==> src/rtl/mm_fwd_source_if.sv <==
// Word-wide memory request/acknowledge bus between the MM stage and data memory.
interface mm_fwd_source_if;
    logic        req;
    logic        we;
    logic [31:0] addr;
    logic [31:0] wdata;
    logic [31:0] rdata;
    logic        ack;

    modport master (output req, output we, output addr, output wdata,
                    input  rdata, input ack);
    modport slave  (input  req, input  we, input  addr, input  wdata,
                    output rdata, output ack);
endinterface

==> src/rtl/mm_fwd_source.sv <==
// MM-stage result register and data-memory sequencer driving the forwarding bus.
// Optional bus timeout enabled by defining MM_TIMEOUT_EN.
module mm_fwd_source #(
    parameter int unsigned TIMEOUT_CYCLES = 255,
    parameter int unsigned CNT_W          = 8
) (
    input  logic        clk,
    input  logic        rst_n,
    input  logic        flush,
    input  logic [4:0]  ex_addr,
    input  logic [31:0] ex_value,
    input  logic [31:0] ex_store_data,
    input  logic [1:0]  ex_access_op,
    mm_fwd_source_if.master mem,
    output logic        stall_o,
    output logic [4:0]  fwd_addr,
    output logic [31:0] fwd_value,
    output logic [1:0]  fwd_access_op,
    output logic        bus_err
);
    localparam logic [1:0] OP_NONE = 2'd0;
    localparam logic [1:0] OP_D2R  = 2'd1;
    localparam logic [1:0] OP_M2R  = 2'd2;
    localparam logic [1:0] OP_R2M  = 2'd3;

    typedef enum logic {ST_IDLE, ST_WAIT} state_t;

    state_t     state;
    logic [4:0] pend_addr;
    logic       discard;
`ifdef MM_TIMEOUT_EN
    localparam logic [CNT_W-1:0] TO_LAST = CNT_W'(TIMEOUT_CYCLES - 1);
    logic [CNT_W-1:0] cnt;
`else
    assign bus_err = 1'b0;
`endif

    // The ack cycle itself releases the pipeline.
    assign stall_o = (state == ST_WAIT) && !mem.ack;

    always_ff @(posedge clk or negedge rst_n) begin
        if (!rst_n) begin
            state         <= ST_IDLE;
            mem.req       <= 1'b0;
            mem.we        <= 1'b0;
            mem.addr      <= 32'd0;
            mem.wdata     <= 32'd0;
            pend_addr     <= 5'd0;
            discard       <= 1'b0;
            fwd_addr      <= 5'd0;
            fwd_value     <= 32'd0;
            fwd_access_op <= OP_NONE;
`ifdef MM_TIMEOUT_EN
            cnt           <= '0;
            bus_err       <= 1'b0;
`endif
        end else begin
`ifdef MM_TIMEOUT_EN
            bus_err <= 1'b0;
`endif
            case (state)
                ST_IDLE: begin
                    if (flush) begin
                        fwd_access_op <= OP_NONE;
                    end else begin
                        case (ex_access_op)
                            OP_D2R: begin
                                fwd_addr      <= ex_addr;
                                fwd_value     <= ex_value;
                                fwd_access_op <= (ex_addr == 5'd0) ? OP_NONE : OP_D2R;
                            end
                            OP_M2R, OP_R2M: begin
                                mem.req       <= 1'b1;
                                mem.we        <= (ex_access_op == OP_R2M);
                                mem.addr      <= {ex_value[31:2], 2'b00};
                                mem.wdata     <= ex_store_data;
                                pend_addr     <= ex_addr;
                                discard       <= 1'b0;
                                fwd_access_op <= OP_NONE;
                                state         <= ST_WAIT;
`ifdef MM_TIMEOUT_EN
                                cnt           <= '0;
`endif
                            end
                            default: fwd_access_op <= OP_NONE;
                        endcase
                    end
                end
                ST_WAIT: begin
                    if (mem.ack) begin
                        mem.req <= 1'b0;
                        state   <= ST_IDLE;
                        // A flush now or earlier in this access drops the result.
                        if (flush || discard) begin
                            fwd_access_op <= OP_NONE;
                        end else if (mem.we) begin
                            fwd_addr      <= pend_addr;
                            fwd_access_op <= OP_R2M;
                        end else begin
                            fwd_addr      <= pend_addr;
                            fwd_value     <= mem.rdata;
                            fwd_access_op <= (pend_addr == 5'd0) ? OP_NONE : OP_M2R;
                        end
                    end else begin
                        if (flush) discard <= 1'b1;
`ifdef MM_TIMEOUT_EN
                        if (cnt == TO_LAST) begin
                            mem.req       <= 1'b0;
                            bus_err       <= 1'b1;
                            fwd_access_op <= OP_NONE;
                            state         <= ST_IDLE;
                        end else begin
                            cnt <= cnt + CNT_W'(1);
                        end
`endif
                    end
                end
                default: state <= ST_IDLE;
            endcase
        end
    end
endmodule
==> src/flat_wrapper.sv <==
// flat-port wrapper written by rule: the top's interface ports become plain ports
module mm_fwd_source_flat 
#(
    parameter int unsigned TIMEOUT_CYCLES = 255,
    parameter int unsigned CNT_W          = 8
)
  (clk, rst_n, flush, ex_addr, ex_value, ex_store_data, ex_access_op, stall_o, fwd_addr, fwd_value, fwd_access_op, bus_err, mem_req, mem_we, mem_addr, mem_wdata, mem_rdata, mem_ack);
  mm_fwd_source_if mem_i ();
  input  logic clk;
  input  logic rst_n;
  input  logic flush;
  input  logic [4:0] ex_addr;
  input  logic [31:0] ex_value;
  input  logic [31:0] ex_store_data;
  input  logic [1:0] ex_access_op;
  output logic stall_o;
  output logic [4:0] fwd_addr;
  output logic [31:0] fwd_value;
  output logic [1:0] fwd_access_op;
  output logic bus_err;
  output wire logic [$bits(mem_i.req)-1:0] mem_req;
  output wire logic [$bits(mem_i.we)-1:0] mem_we;
  output wire logic [$bits(mem_i.addr)-1:0] mem_addr;
  output wire logic [$bits(mem_i.wdata)-1:0] mem_wdata;
  input wire logic [$bits(mem_i.rdata)-1:0] mem_rdata;
  input wire logic [$bits(mem_i.ack)-1:0] mem_ack;
  assign mem_req = mem_i.req;
  assign mem_we = mem_i.we;
  assign mem_addr = mem_i.addr;
  assign mem_wdata = mem_i.wdata;
  assign mem_i.rdata = mem_rdata;
  assign mem_i.ack = mem_ack;
  mm_fwd_source #(.TIMEOUT_CYCLES(TIMEOUT_CYCLES), .CNT_W(CNT_W)) u_core (.clk(clk), .rst_n(rst_n), .flush(flush), .ex_addr(ex_addr), .ex_value(ex_value), .ex_store_data(ex_store_data), .ex_access_op(ex_access_op), .mem(mem_i), .stall_o(stall_o), .fwd_addr(fwd_addr), .fwd_value(fwd_value), .fwd_access_op(fwd_access_op), .bus_err(bus_err));
endmodule
==> config.mk <==
export PLATFORM = sky130hd
export DESIGN_NAME = mm_fwd_source_flat
export DESIGN_NICKNAME = d
export VERILOG_FILES = /design/src/rtl/mm_fwd_source_if.sv /design/src/rtl/mm_fwd_source.sv /design/src/flat_wrapper.sv
export SDC_FILE = /design/constraint.sdc
export NUM_CORES = 1
export LEC_CHECK = 0
export BUFFER_PORTS_ARGS = -buffer_cell sky130_fd_sc_hd__buf_2
export CORE_ASPECT_RATIO = 1.1
export CORE_MARGIN = 2
export CORE_UTILIZATION = 51
export CTS_BUF_LIST = sky130_fd_sc_hd__clkbuf_4 sky130_fd_sc_hd__clkbuf_8 sky130_fd_sc_hd__clkbuf_16
export CTS_CLUSTER_DIAMETER = 200
export DETAILED_ROUTE_END_ITERATION = 6
export GPL_ROUTABILITY_DRIVEN = 0
export GPL_TIMING_DRIVEN = 0
export PLACE_DENSITY = 0.95
export SLEW_MARGIN = 20
export SYNTH_ARGS = -nofsm -noshare
export SYNTH_HDL_FRONTEND = slang
export SYNTH_SLANG_ARGS = --single-unit
==> constraint.sdc <==
create_clock -name clk -period 4.5 [get_ports clk]
set_input_delay 0.9 -clock clk [delete_from_list [all_inputs] [get_ports clk]]
set_output_delay 0.9 -clock clk [all_outputs]
set_load 0.01 [all_outputs]
==> results.md <==
- Lkg Pwr: 3.03 nW
- Clock Tree Root: clkbuf_8
- Most frequent cells in the layout: buf_2, mux2_2, dfrtp_1, mux2_4, clkbuf_8
- Max-Cap Viols: 0
- Ant diodes: 0
- F_max: 377 MHz
- Starting Density: 51.7%
- Hpwl dp: 8270 microns
- Die X: 96.4 microns
- Peak supply drop: 0.236 mV
- Delay of the slowest critical-path stage: 470 ps
- GRT Total Usage: 21.4%
- Post-detailed-route count of antenna-violating nets: 0
- Critical path class: reg2out
- CP Launch Type: flop
- Final instance area: 0.00622 sq mm
- YS warnings: 0
- CP arrival: 1750 ps
- I/O pin cnt: 214
- Setup repair after global routing missed its margin: no
- Seq/Total Area, Yosys: 57.5%
- Num CTS Buffers: 9
- Wire per inst: 16.6 microns
- Vias per inst: 5.11
- Die height: 106 microns
- Clock sinks: 110
- PwrDens: 467 mW/mm^2
- Initial antenna violation count: 0
- Synth cell types: 27
- Final std cells w/o fill: 641
- Slowest CP cell: clkbuf_1
- Syn Inst Count: 295
- Via Count: 3277
- Clock skew: 9.76 ps
- Fin. max-slew vios: 0
- I/O Buffers: 210
- Synthesized area per cell: 16.2 sq um
- CTS H-tree lvls: 3
- CORE AREA: 0.00926 sq mm
- Final worst path period need: 2650 ps
- Final Cycle Share: 58.9%
- DRT iter0 DRCs: 104
- Commonest non-fill, non-tap cell in the layout: buf_2
- Fraction of layout cells with a size suffix above 1: 74.0%
- Final Hold Vio Count: 0
- Largest net degree at the start of global routing: 63
- Area grow syn2layout: 29.8%
- Worst-path maximum fanout: 10
- Endpoint type of the worst setup path: primary output
- Placed cell area: 0.00603 sq mm
- Final TNS setup: 0 ps
- Setup Fix Bufs, Post-CTS: 0
- PostCTS Resize Cnt: 0
- Worst-Margin Slew: 744 ps
- Final Util: 67.1%
- Nets@finish: 626
- Clk slew on worst S/H paths: 100 ps
- Worst-skew pair later-pin latency: 360 ps
- Residual DRC: 0
- Hold Path Class: in2async
- # setup viols final: 0
- CTS tree: done
- WL final: 10700 microns
- Hold_buf cts: 0
- Maximum clock insertion buffer count: 2
- Vias in the first global route: 3510
- Slew HR: 50.3%
- Crit-path cells: buf_6, clkbuf_1, nor2b_1, buf_2
- Register bit total from synthesis: 110
- Grt ovf: 0
- First-pass GRT wire length: 16700 microns
- Site row count: 37
- DRT Pass-1 Iters: 4
- Reg-to-reg slack, setup: 2520 ps
- Die ar.: 0.0102 sq mm
- Placed Instances: 625
- Area of the mapped netlist: 0.00479 sq mm
- Status: completed
- CP Data Required Time: 3600 ps
==> flip-flops by register name, summed over array words and instances (netlist names) <==
name / count
u_core.fwd_value: 32
u_core.mem.wdata: 32
u_core.mem.addr: 30
u_core.fwd_addr: 5
u_core.pend_addr: 5
u_core.fwd_access_op: 2
u_core.discard: 1
u_core.mem.req: 1
u_core.mem.we: 1
u_core.state: 1
==> through the flow <==
| stage | setup slack (ps) | hold slack, ps | total power, mW |
|---|---|---|---|
| 2_1_floorplan | 2320 | 489 | 1.94 |
| 3_3_place_gp | 1370 | 457 | 2.32 |
| 3_5_place_dp | 1990 | 464 | 2.37 |
| 4_1_cts | 1780 | 466 | 2.94 |
| 5_1_grt | 1660 | 484 | 3.07 |
| 6_report | 1850 | 457 | 2.90 |
==> logic make-up (layout without fill, tap and decap cells) <==
kind of cell | Yosys count | after routing | synth area share (%)
other | 1 | 3 | 0.0783
AND/OR/NAND/NOR | 14 | 14 | 1.93
flip-flops | 110 | 110 | 57.5
buffers and inverters | 20 | 247 | 3.16
multiplexers | 142 | 142 | 35.8
AO/OA/AOI/OAI | 8 | 8 | 1.57
==> synth_stat cells <==
master / instances / share of area, %
conb_1: 1 / 0.078
o311ai_0: 1 / 0.18
buf_6: 1 / 0.24
clkbuf_1: 5 / 0.39
nand3b_1: 1 / 0.16
buf_4: 3 / 0.47
nor3b_1: 1 / 0.16
o41ai_4: 1 / 0.58
buf_2: 7 / 0.73
a21o_1: 1 / 0.16
o22ai_1: 1 / 0.13
dfrtp_1: 110 / 58
mux2_2: 112 / 26
mux2_4: 30 / 9.4
or4_1: 2 / 0.31
buf_12: 3 / 1.3
or2_2: 1 / 0.13
nand2_1: 1 / 0.078
nand2b_1: 1 / 0.13
a31oi_1: 1 / 0.13
inv_1: 1 / 0.078
a21oi_2: 1 / 0.18
nor2b_1: 2 / 0.26
or4b_4: 1 / 0.29
nor2_1: 3 / 0.24
or3b_2: 1 / 0.18
a21oi_1: 2 / 0.21
==> worst max-delay path, delay by kind of cell, from the launching register on <==
kind,cells,cell delay (ps)
buf+inv,3,770
flops,1,360
simple gates,1,270
==> layout make-up <==
type	count	area, sq um
buffer	19	148
clock buffer	12	159
clock inverter	4	31.3
fill	692	3040
inverter	1	3.75
multi-input combinational	167	1890
sequential	110	2750
tap	117	146
timing repair buffer	211	1080
==> report_power, final <==
part	internal, mW	switching [mW]	total (mW)
Combinational	0.531	0.409	0.940
Sequential	1.25	0.147	1.40
Clock	0.239	0.321	0.560
==> path summary, 6_finish.rpt <==
check / startpoint / endpoint / cells past startpoint
max: u_core.state$_DFF_PN0_ / stall_o / 4
min: rst_n / u_core.mem.addr[18]$_DFFE_PN0P_ / 1
max reg2reg: u_core.state$_DFF_PN0_ / u_core.fwd_addr[2]$_DFFE_PN0P_ / 5
min reg2reg: u_core.mem.req$_DFFE_PN0P_ / u_core.mem.req$_DFFE_PN0P_ / 1
max in group asynchronous: rst_n / u_core.fwd_value[23]$_DFFE_PN0P_ / 2
min in group clk: u_core.mem.req$_DFFE_PN0P_ / u_core.mem.req$_DFFE_PN0P_ / 1
==> routing by layer <==
metal  GRT usage (%)  wire (microns)  vias to the layer above
met5               0               0                        -
met4            9.05             265                        0
met3            3.72             675                       23
met2            38.0            5590                      143
met1            25.0            4140                     1613
li1                -               -                     1498
No activity file was read; power rests on OpenSTA's default activity.
